**src/rtl/inner_wb_burst_bridge_pkg.sv**
```systemverilog
// +--------------------------------------------------------------------------+
// | inner_wb_burst_bridge_pkg: shared bus defaults and FSM state encoding.    |
// | Rev 1.0                                                                  |
// +--------------------------------------------------------------------------+
`default_nettype none

`ifndef WB_ADDR_W
`define WB_ADDR_W 24
`endif

`ifndef WB_TIMEOUT_DEFAULT
`define WB_TIMEOUT_DEFAULT 255
`endif

// Burst tags to (beat count - 1); the 8-beat tag wins when both are set.
`ifndef WB_BURST_LAST
`define WB_BURST_LAST(tag4, tag8) ((tag8) ? 3'd7 : ((tag4) ? 3'd3 : 3'd0))
`endif

package inner_wb_burst_bridge_pkg;

  typedef enum logic [1:0] {
    ST_IDLE  = 2'd0,
    ST_ISSUE = 2'd1,
    ST_RESP  = 2'd2
  } state_e;

  function automatic logic [2:0] burst_last(input logic tag4, input logic tag8);
    return `WB_BURST_LAST(tag4, tag8);
  endfunction

endpackage

`default_nettype wire

```
**src/rtl/wb_timeout_cnt.sv**
```systemverilog
// +--------------------------------------------------------------------------+
// | wb_timeout_cnt: saturating wait counter with clear/enable and expiry.     |
// | Rev 1.0                                                                  |
// +--------------------------------------------------------------------------+
`default_nettype none

module wb_timeout_cnt #(
  parameter int LIMIT = 255
) (
  input  logic clk,
  input  logic rst_n,
  input  logic clr,
  input  logic en,
  output logic expired
);

  localparam int c_cnt_w = $clog2(LIMIT + 1);
  localparam logic [c_cnt_w-1:0] c_limit = c_cnt_w'(LIMIT);

  logic [c_cnt_w-1:0] r_cnt;

  always_ff @(posedge clk or negedge rst_n) begin
    if (!rst_n) begin
      r_cnt <= '0;
    end else if (clr) begin
      r_cnt <= '0;
    end else if (en && (r_cnt != c_limit)) begin
      r_cnt <= r_cnt + 1'b1;
    end
  end

  assign expired = (r_cnt == c_limit);

endmodule

`default_nettype wire

```
**src/rtl/inner_wb_burst_bridge.sv**
```systemverilog
// +--------------------------------------------------------------------------+
// | inner_wb_burst_bridge: replays tagged bursts as locked single-beat        |
// | wishbone accesses with wrapping addresses and per-beat timeout. Rev 1.0   |
// +--------------------------------------------------------------------------+
`default_nettype none

module inner_wb_burst_bridge
  import inner_wb_burst_bridge_pkg::*;
#(
  parameter int ADDR_W  = `WB_ADDR_W,
  parameter int DATA_W  = 16,
  parameter int TIMEOUT = `WB_TIMEOUT_DEFAULT
) (
  input  logic              i_clk,
  input  logic              i_rst,
  input  logic              u_wb_cyc,
  input  logic              u_wb_stb,
  input  logic              u_wb_we,
  input  logic [ADDR_W-1:0] u_wb_adr,
  input  logic [DATA_W-1:0] u_wb_o_dat,
  input  logic [1:0]        u_wb_sel,
  input  logic              u_wb_4_burst,
  input  logic              u_wb_8_burst,
  output logic [DATA_W-1:0] u_wb_i_dat,
  output logic              u_wb_ack,
  output logic              u_wb_err,
  output logic              d_wb_cyc,
  output logic              d_wb_stb,
  output logic              d_wb_we,
  output logic [ADDR_W-1:0] d_wb_adr,
  output logic [DATA_W-1:0] d_wb_o_dat,
  output logic [1:0]        d_wb_sel,
  input  logic [DATA_W-1:0] d_wb_i_dat,
  input  logic              d_wb_ack,
  input  logic              d_wb_err,
  output logic              o_timeout
);

  state_e              r_state, w_state;
  logic [2:0]          r_beat, w_beat, r_last, w_last, w_beat_inc;
  logic [ADDR_W-1:0]   r_base, w_base, w_mask, w_wrap_adr;
  logic                w_d_cyc, w_d_stb, w_d_we;
  logic [ADDR_W-1:0]   w_d_adr;
  logic [DATA_W-1:0]   w_d_dat, w_u_dat;
  logic [1:0]          w_d_sel;
  logic                w_u_ack, w_u_err, w_tmo, w_expired;

  wb_timeout_cnt #(.LIMIT(TIMEOUT)) u_tmo (
    .clk     (i_clk),
    .rst_n   (i_rst),
    .clr     (r_state != ST_ISSUE),
    .en      (r_state == ST_ISSUE),
    .expired (w_expired)
  );

  // Next beat address stays inside the N-aligned line; r_last doubles as the wrap mask.
  assign w_beat_inc = r_beat + 3'd1;
  assign w_mask     = ADDR_W'(r_last);
  assign w_wrap_adr = (r_base & ~w_mask) | ((r_base + ADDR_W'(w_beat_inc)) & w_mask);

  always_comb begin
    w_state = r_state;
    w_beat  = r_beat;
    w_last  = r_last;
    w_base  = r_base;
    w_d_cyc = d_wb_cyc;
    w_d_stb = d_wb_stb;
    w_d_we  = d_wb_we;
    w_d_adr = d_wb_adr;
    w_d_dat = d_wb_o_dat;
    w_d_sel = d_wb_sel;
    w_u_dat = u_wb_i_dat;
    w_u_ack = 1'b0;
    w_u_err = 1'b0;
    w_tmo   = 1'b0;

    case (r_state)
      ST_IDLE: begin
        w_d_cyc = 1'b0;
        w_d_stb = 1'b0;
        if (u_wb_cyc && u_wb_stb) begin
          w_base  = u_wb_adr;
          w_last  = burst_last(u_wb_4_burst, u_wb_8_burst);
          w_beat  = 3'd0;
          w_d_we  = u_wb_we;
          w_d_adr = u_wb_adr;
          w_d_dat = u_wb_o_dat;
          w_d_sel = u_wb_sel;
          w_d_cyc = 1'b1;
          w_d_stb = 1'b1;
          w_state = ST_ISSUE;
        end
      end

      ST_ISSUE: begin
        // An upstream abandon outranks any response landing the same cycle.
        if (!u_wb_cyc) begin
          w_d_cyc = 1'b0;
          w_d_stb = 1'b0;
          w_state = ST_IDLE;
        end else if (d_wb_err) begin
          w_u_err = 1'b1;
          w_d_cyc = 1'b0;
          w_d_stb = 1'b0;
          w_state = ST_IDLE;
        end else if (d_wb_ack) begin
          w_u_dat = d_wb_i_dat;
          w_u_ack = 1'b1;
          w_d_stb = 1'b0;
          w_state = ST_RESP;
        end else if (w_expired) begin
          w_u_err = 1'b1;
          w_tmo   = 1'b1;
          w_d_cyc = 1'b0;
          w_d_stb = 1'b0;
          w_state = ST_IDLE;
        end
      end

      ST_RESP: begin
        if (!u_wb_cyc || (r_beat == r_last)) begin
          w_d_cyc = 1'b0;
          w_d_stb = 1'b0;
          w_state = ST_IDLE;
        end else if (u_wb_stb) begin
          w_beat  = w_beat_inc;
          w_d_adr = w_wrap_adr;
          w_d_dat = u_wb_o_dat;
          w_d_sel = u_wb_sel;
          w_d_stb = 1'b1;
          w_state = ST_ISSUE;
        end
      end

      default: begin
        w_d_cyc = 1'b0;
        w_d_stb = 1'b0;
        w_state = ST_IDLE;
      end
    endcase
  end

  always_ff @(posedge i_clk or negedge i_rst) begin
    if (!i_rst) begin
      r_state    <= ST_IDLE;
      r_beat     <= 3'd0;
      r_last     <= 3'd0;
      r_base     <= '0;
      d_wb_cyc   <= 1'b0;
      d_wb_stb   <= 1'b0;
      d_wb_we    <= 1'b0;
      d_wb_adr   <= '0;
      d_wb_o_dat <= '0;
      d_wb_sel   <= 2'b00;
      u_wb_i_dat <= '0;
      u_wb_ack   <= 1'b0;
      u_wb_err   <= 1'b0;
      o_timeout  <= 1'b0;
    end else begin
      r_state    <= w_state;
      r_beat     <= w_beat;
      r_last     <= w_last;
      r_base     <= w_base;
      d_wb_cyc   <= w_d_cyc;
      d_wb_stb   <= w_d_stb;
      d_wb_we    <= w_d_we;
      d_wb_adr   <= w_d_adr;
      d_wb_o_dat <= w_d_dat;
      d_wb_sel   <= w_d_sel;
      u_wb_i_dat <= w_u_dat;
      u_wb_ack   <= w_u_ack;
      u_wb_err   <= w_u_err;
      o_timeout  <= w_tmo;
    end
  end

endmodule

`default_nettype wire

```
**config.mk**
```make
export PLATFORM = sky130hd
export DESIGN_NAME = inner_wb_burst_bridge
export DESIGN_NICKNAME = d
export VERILOG_FILES = /design/src/rtl/inner_wb_burst_bridge_pkg.sv /design/src/rtl/wb_timeout_cnt.sv /design/src/rtl/inner_wb_burst_bridge.sv
export SDC_FILE = /design/constraint.sdc
export NUM_CORES = 1
export LEC_CHECK = 0
export BUFFER_PORTS_ARGS = -buffer_cell sky130_fd_sc_hd__buf_4
export CAP_MARGIN = 20
export CORE_MARGIN = 8
export CORE_UTILIZATION = 50
export DETAILED_ROUTE_END_ITERATION = 6
export PLACE_DENSITY = 0.82
export SYNTH_ARGS = -nofsm -noshare
export SYNTH_HDL_FRONTEND = slang
export SYNTH_HIERARCHICAL = 1
export SYNTH_SLANG_ARGS = --single-unit
```
**constraint.sdc**
```tcl
create_clock -name i_clk -period 2.7 [get_ports i_clk]
set_input_delay 0.27 -clock i_clk [delete_from_list [all_inputs] [get_ports i_clk]]
set_output_delay 0.27 -clock i_clk [all_outputs]
set_load 0.03 [all_outputs]
```
==> results of run 1 <==
## power groups by stage
stage	sequential [mW]	combinational, mW	clock, mW
4_1_cts	1.96	1.27	1.02
3_3_place_gp	1.98	1.24	0
2_1_floorplan	2.37	0.355	0
6_report	1.96	1.25	0.989
3_5_place_dp	1.99	1.27	0
5_1_grt	2.00	1.33	1.09
## final timing paths
check	slack [ps]	to	cells after the start	startpoint
max	710	d_wb_adr[2]	6	r_beat[0]
min	110	r_state[1]	2	u_wb_stb
max reg2reg	710	d_wb_adr[2]	6	r_beat[0]
min reg2reg	490	d_wb_cyc	1	d_wb_cyc
min in group asynchronous	500	o_timeout	2	i_rst
max in group asynchronous	1490	r_base[23]	3	i_rst
## layout make-up
| cell class | count | area [um2] | area share (%) |
|---|---|---|---|
| Clock buffer | 11 | 151 | 2.61 |
| Clock inverter | 4 | 55.1 | 0.949 |
| Inverter | 10 | 37.5 | 0.647 |
| Multi-Input combinational cell | 191 | 1810 | 31.2 |
| Sequential cell | 103 | 2580 | 44.4 |
| Tap cell | 108 | 135 | 2.33 |
| Timing Repair Buffer | 136 | 1040 | 17.9 |
## cells by family after synthesis
kind of cell    Yosys count  synth area share (%)
simple gates             46                  5.93
mux                     110                  27.4
xor+xnor                  3                 0.914
fa+ha+maj                 4                  1.27
compound gates           28                  4.46
flops                   103                  57.1
buf+inv                  23                  2.99
## timing repair
action,4_1_cts,5_1_grt
endpoints found under the setup margin,0,0
endpoints found under the hold margin,53,0
hold buffers,1,0
gates resized for setup,0,0
## flip-flops by register name, indices dropped and copies added, names as in the netlist, 3 cells and up
name / count
r_base: 24
u_wb_i_dat: 16
d_wb_o_dat: 16
r_beat: 3
d_wb_adr: 24
u_tmo/r_cnt: 8
## worst register-to-register path, delay by kind of cell, from the launching register on
kind	cells	cell delay, ps
xor+xnor	2	470
flops	1	410
fa+ha+maj	2	760
compound gates	1	130
simple gates	1	90
## routing by layer
layer | track usage (%) | vias to the layer above
li1 | - | 1409
met1 | 20.2 | 1473
met2 | 23.8 | 105
met3 | 6.55 | 6
met4 | 3.73 | 0
met5 | 0 | -
## layout by cell type, fill, tap and decap left out, types with 2 or more instances in the layout
cell type,instances
o21ai_0,3
clkbuf_8,11
mux2_1,21
nor2b_1,4
a21oi_1,7
nand3_1,4
nor2_1,6
nor3_1,4
a211oi_1,4
ha_1,3
a31oi_1,3
mux2_2,83
nand2_1,8
and3_1,3
xnor2_1,2
clkinv_4,2
o21bai_1,3
buf_4,134
mux2i_1,5
dfrtp_1,103
nand2b_1,4
nand4_1,2
inv_1,10
## metrics by stage
step	worst slack, ps	hold WS (ps)	instance area, um2
5_1_grt	618	96.0	5800
3_3_place_gp	761	352	5580
6_report	707	115	5800
2_1_floorplan	799	-25.6	4520
4_1_cts	701	108	5800
3_5_place_dp	715	365	5580
==> impl_metrics.toml, run 1 <==
[worst_setup_path]
crit_type = "reg2reg"
crit_family = "adder cells"
start_kind = "flip-flop"
worstPathRequired_ps = 2920
crit_path_top_delay_cell = "fa_1"
crit_buf_inv = 0
cpPeakStageDelay_ps = 420
endpoint_kind = "flip-flop"
cp.arrival_ps = 2220
cp_cell_sequence = "ha_1 -> fa_1 -> xor3_1 -> nand2_1 -> xnor2_1 -> o221ai_1"
crit_fanout = 4

[yosys]
syn_avg_cell_area_um2 = 14.2
syn-instance-count = 317
netlist_top_cells_area = "dfrtp_1 (57%), mux2_2 (21%), mux2_1 (5.2%)"
synth_ff_type = "dfrtp_1"
syn_area_mm2 = 0.00452
synth-edff-count = 0
synth-async-reset-ratio_pct = 100
yosysUniqueCellTypes = 45
ys_top_cells_by_count = "dfrtp_1 (103), mux2_2 (83), mux2_1 (21), inv_1 (10), nand2_1 (8)"
synth_top_area_cell = "dfrtp_1"
yosysTopAreaCellShare_pct = 57.1
synth-seq-area-share_pct = 57.1
synth.yosys.warnings = 6
syn_nets = 388
yosysMostFrequentCell = "dfrtp_1"
ys_ff_latch = 103

[timing]
slew_viol_final = 0
final_hold_viol_count = 0
tns_ps = 0
layout_worst_path_cycle_share_pct = 73.8
clock.fmax_ghz = 0.502
maxSlewHeadroom_pct = 55.6
setup_viol = 0
rsz0062_at_grt = "no"
worst_pin_slew_ps = 666
fin_skew_ps = 9.29
fin_crit_ps = 1990

[cts]
htreeDepth = 3
cts_setup_buffers = 0
insertion_delay_ps = 360
cts_num_sinks = 103
root_buffer = "clkbuf_8"
clkTransAtPathRegs_ps = 90
clock_path_buffers = 2
numCtsBuffers = 9
cts_tree = "built"

[global_routing]
grt_pass1_vias = 3236
grtUsageTotal_pct = 15.7
grt_first_pass_wirelength_mm = 16.1
grt_overflow = 0
antenna_found_initial = 0
grt_max_degree = 55

[power_and_ir_drop]
power_mw = 4.20
pwr-share-clk_pct = 23.6
p_int_mw = 2.86
switching_share_pct = 31.9
p_per_area_mw_per_mm2 = 723
p_leak_nw = 2.70
irDropWorstVdd_v = 0.000438
pwr-share-seq_pct = 46.7
combPwrFrac_pct = 29.7
switchingPower_mw = 1.34

[outcome]
status = "complete, no violations"

[routing]
wl_met2_mm = 4.30
drtAntennaViolNets = 0
routed-wl-met3_um = 865
wl_met1_mm = 4.35
initialDrtViolationCount = 103
vias = 2993
drtPass1Iterations = 4
drt_wl_total_mm = 9.57
wl_per_cell_um = 17.0
drc = 0
highest_layer = "met4"
routed_via_density = 5.32

[die]
num_rows = 34
start_util_pct = 51.5
core_area_mm2 = 0.00876
fp.dieH_um = 111
die_w_um = 111
dieArea_mm2 = 0.0123
io_pins = 131

[finish]
fillCellCount = 685
utilization_pct = 66.2
fin_cells = 563
area_delta_synth_final_pct = 28.4
antenna_cells = 0
fin_nets = 522
drive_gt1_share_pct = 53.2

[run]
maxCapViolations = 0

[placed_design]
gp_congestion = 0.767
placedCellCount = 547
dp_hpwl_mm = 6.99
io_buffers = 130

[worst_hold_path]
hold_class = "in2reg"
No activity file was read; power rests on OpenSTA's default activity.
==> inputs of run 2 (changes only) <==
==> constraint.sdc (replaced) <==
create_clock -name i_clk -period 2.05 [get_ports i_clk]
set_input_delay 0.205 -clock i_clk [delete_from_list [all_inputs] [get_ports i_clk]]
set_output_delay 0.205 -clock i_clk [all_outputs]
set_load 0.03 [all_outputs]
==> run 2 against run 1 <==
Clock-buffer cell count did not move; combinational power grew 33%; largest power group unchanged; clock power up 16%; largest cell class unchanged.
==> impl_metrics.toml, run 2 (synthesized netlist as in run 1, its figures left out) <==
[outcome]
status = "complete, no violations"

[cts]
clock_path_buffers = 2
htreeDepth = 3
insertion_delay_ps = 360
numCtsBuffers = 9
cts_num_sinks = 103
clkTransAtPathRegs_ps = 100
cts_tree = "built"
root_buffer = "clkbuf_8"

[global_routing]
grt_first_pass_wirelength_mm = 16.5
grt_pass1_vias = 3300
grt_max_degree = 48
grtUsageTotal_pct = 16.0
grt_overflow = 0
antenna_found_initial = 0

[routing]
routed_via_density = 5.29
initialDrtViolationCount = 72
drtAntennaViolNets = 0
drc = 0
drtPass1Iterations = 4
drt_wl_total_mm = 9.73
vias = 3003
wl_per_cell_um = 17.1

[worst_setup_path]
cp.arrival_ps = 2200
endpoint_kind = "flip-flop"
rr_startpoint = "r_beat[0]"
r2r_cells = 7
start_kind = "flip-flop"
worst-r2r-setup-slack_ps = 80
cpPeakStageDelay_ps = 440
crit_fanout = 4
worstPathRequired_ps = 2280
crit_path_top_delay_cell = "dfrtp_1"
crit_family = "adder cells"
cp_cell_sequence = "inv_1 -> ha_1 -> fa_1 -> xor3_1 -> nand2_1 -> xnor2_1 -> o221ai_1"
crit_buf_inv = 1
r2r_end = "d_wb_adr[2]"
crit_type = "reg2reg"

[placed_design]
place_ws_ps = 65.1
io_buffers = 130
dp_hpwl_mm = 7.13
gp_congestion = 0.791

[timing]
worst_pin_slew_ps = 405
tns_ps = 0
rsz0062_at_grt = "no"
maxSlewHeadroom_pct = 72.9
fin_crit_ps = 1970
setup_viol = 0
slew_viol_final = 0
clock.fmax_ghz = 0.508
fin_skew_ps = 12.3
layout_worst_path_cycle_share_pct = 96.1
fin_ws_ps = 80.8
final_hold_viol_count = 0

[finish]
antenna_cells = 0
fin_nets = 527
top_regs = "d_wb_adr x24, r_base x24"
drive_gt1_share_pct = 53.7
multi_input_area_mm2 = 0.00182
layout_commonest_cell = "buf_4"
fillCellCount = 658
register_area_mm2 = 0.00258
final_cell_mix = "buf_4 (136), dfrtp_1 (103), mux2_2 (83), mux2_1 (21)"
area_delta_synth_final_pct = 29.6

[power_and_ir_drop]
p_leak_nw = 2.71
switchingPower_mw = 1.77
p_int_mw = 3.62
pwr-share-seq_pct = 48.0
switching_share_pct = 32.9
p_per_area_mw_per_mm2 = 922
combPwrFrac_pct = 30.7
pwr-share-clk_pct = 21.3
irDropWorstVdd_v = 0.000446

[die]
start_util_pct = 51.5
io_pins = 131
core_area_mm2 = 0.00876
fp.dieH_um = 111
die_w_um = 111
dieArea_mm2 = 0.0123
num_rows = 34

[worst_hold_path]
min_to = "d_wb_o_dat[13]"
min-delay-start = "u_wb_o_dat[13]"
holdPathStages = 2
hold_class = "in2reg"

[run]
maxCapViolations = 0
## run 2: how the worst max path moves through the flow
stage                    from     endpoint  slack (ps)  cells after the start
floorplan           r_beat[0]  d_wb_adr[2]         150                      6
global placement    r_beat[0]  d_wb_adr[2]         110                      6
detailed placement  r_beat[0]  d_wb_adr[2]          70                      6
CTS                 r_beat[0]  d_wb_adr[2]          30                      6
global route        r_beat[0]  d_wb_adr[2]           5                      7
finish              r_beat[0]  d_wb_adr[2]          80                      7
## run 2: area by class of cell
class                      count  share of cell area (%)
sequential                   103                    44.0
inverter                      10                   0.641
timing repair buffer         141                    19.0
clock inverter                 4                   0.534
clock buffer                  11                    2.42
tap                          108                    2.31
multi-input combinational    191                    31.1
## run 2: power by group through the flow
stage	clock network [mW]	logic, mW	registers [mW]
floorplan	0	0.467	3.12
global placement	0	1.65	2.61
detailed placement	0	1.68	2.63
CTS	1.19	1.69	2.59
global route	1.27	1.77	2.64
finish	1.15	1.66	2.59
## run 2: stage by stage
step | cell area [um2] | hold WS [ps] | total power [mW] | std cells | util [%]
global route | 5850 | 37.2 | 5.68 | 568 | 66.8
finish | 5850 | 57.1 | 5.40 | 568 | 66.8
floorplan | 4520 | -90.6 | 3.59 | 317 | -
CTS | 5830 | 37.5 | 5.47 | 567 | 66.6
detailed placement | 5650 | 133 | 4.32 | 551 | 64.5
global placement | 5650 | 132 | 4.26 | 551 | 64.5
## run 2: repair_timing
item                                    in CTS  in global routing
resized for setup                            0                  1
endpoints found under the setup margin       0                  1
hold buffers                                 1                  0
endpoints found under the hold margin       22                  0
setup buffers                                0                  1
## run 2: layer usage
layer  share of wire, %  track usage, %  routed length (um)  vias to the layer above
met4                1.2            5.51                 114                        0
met1                 46            20.5                4450                     1480
met5                  0               0                   0                        -
met3                8.2            6.01                 795                       10
li1                   -               -                   -                     1407
met2                 45            24.4                4370                      106
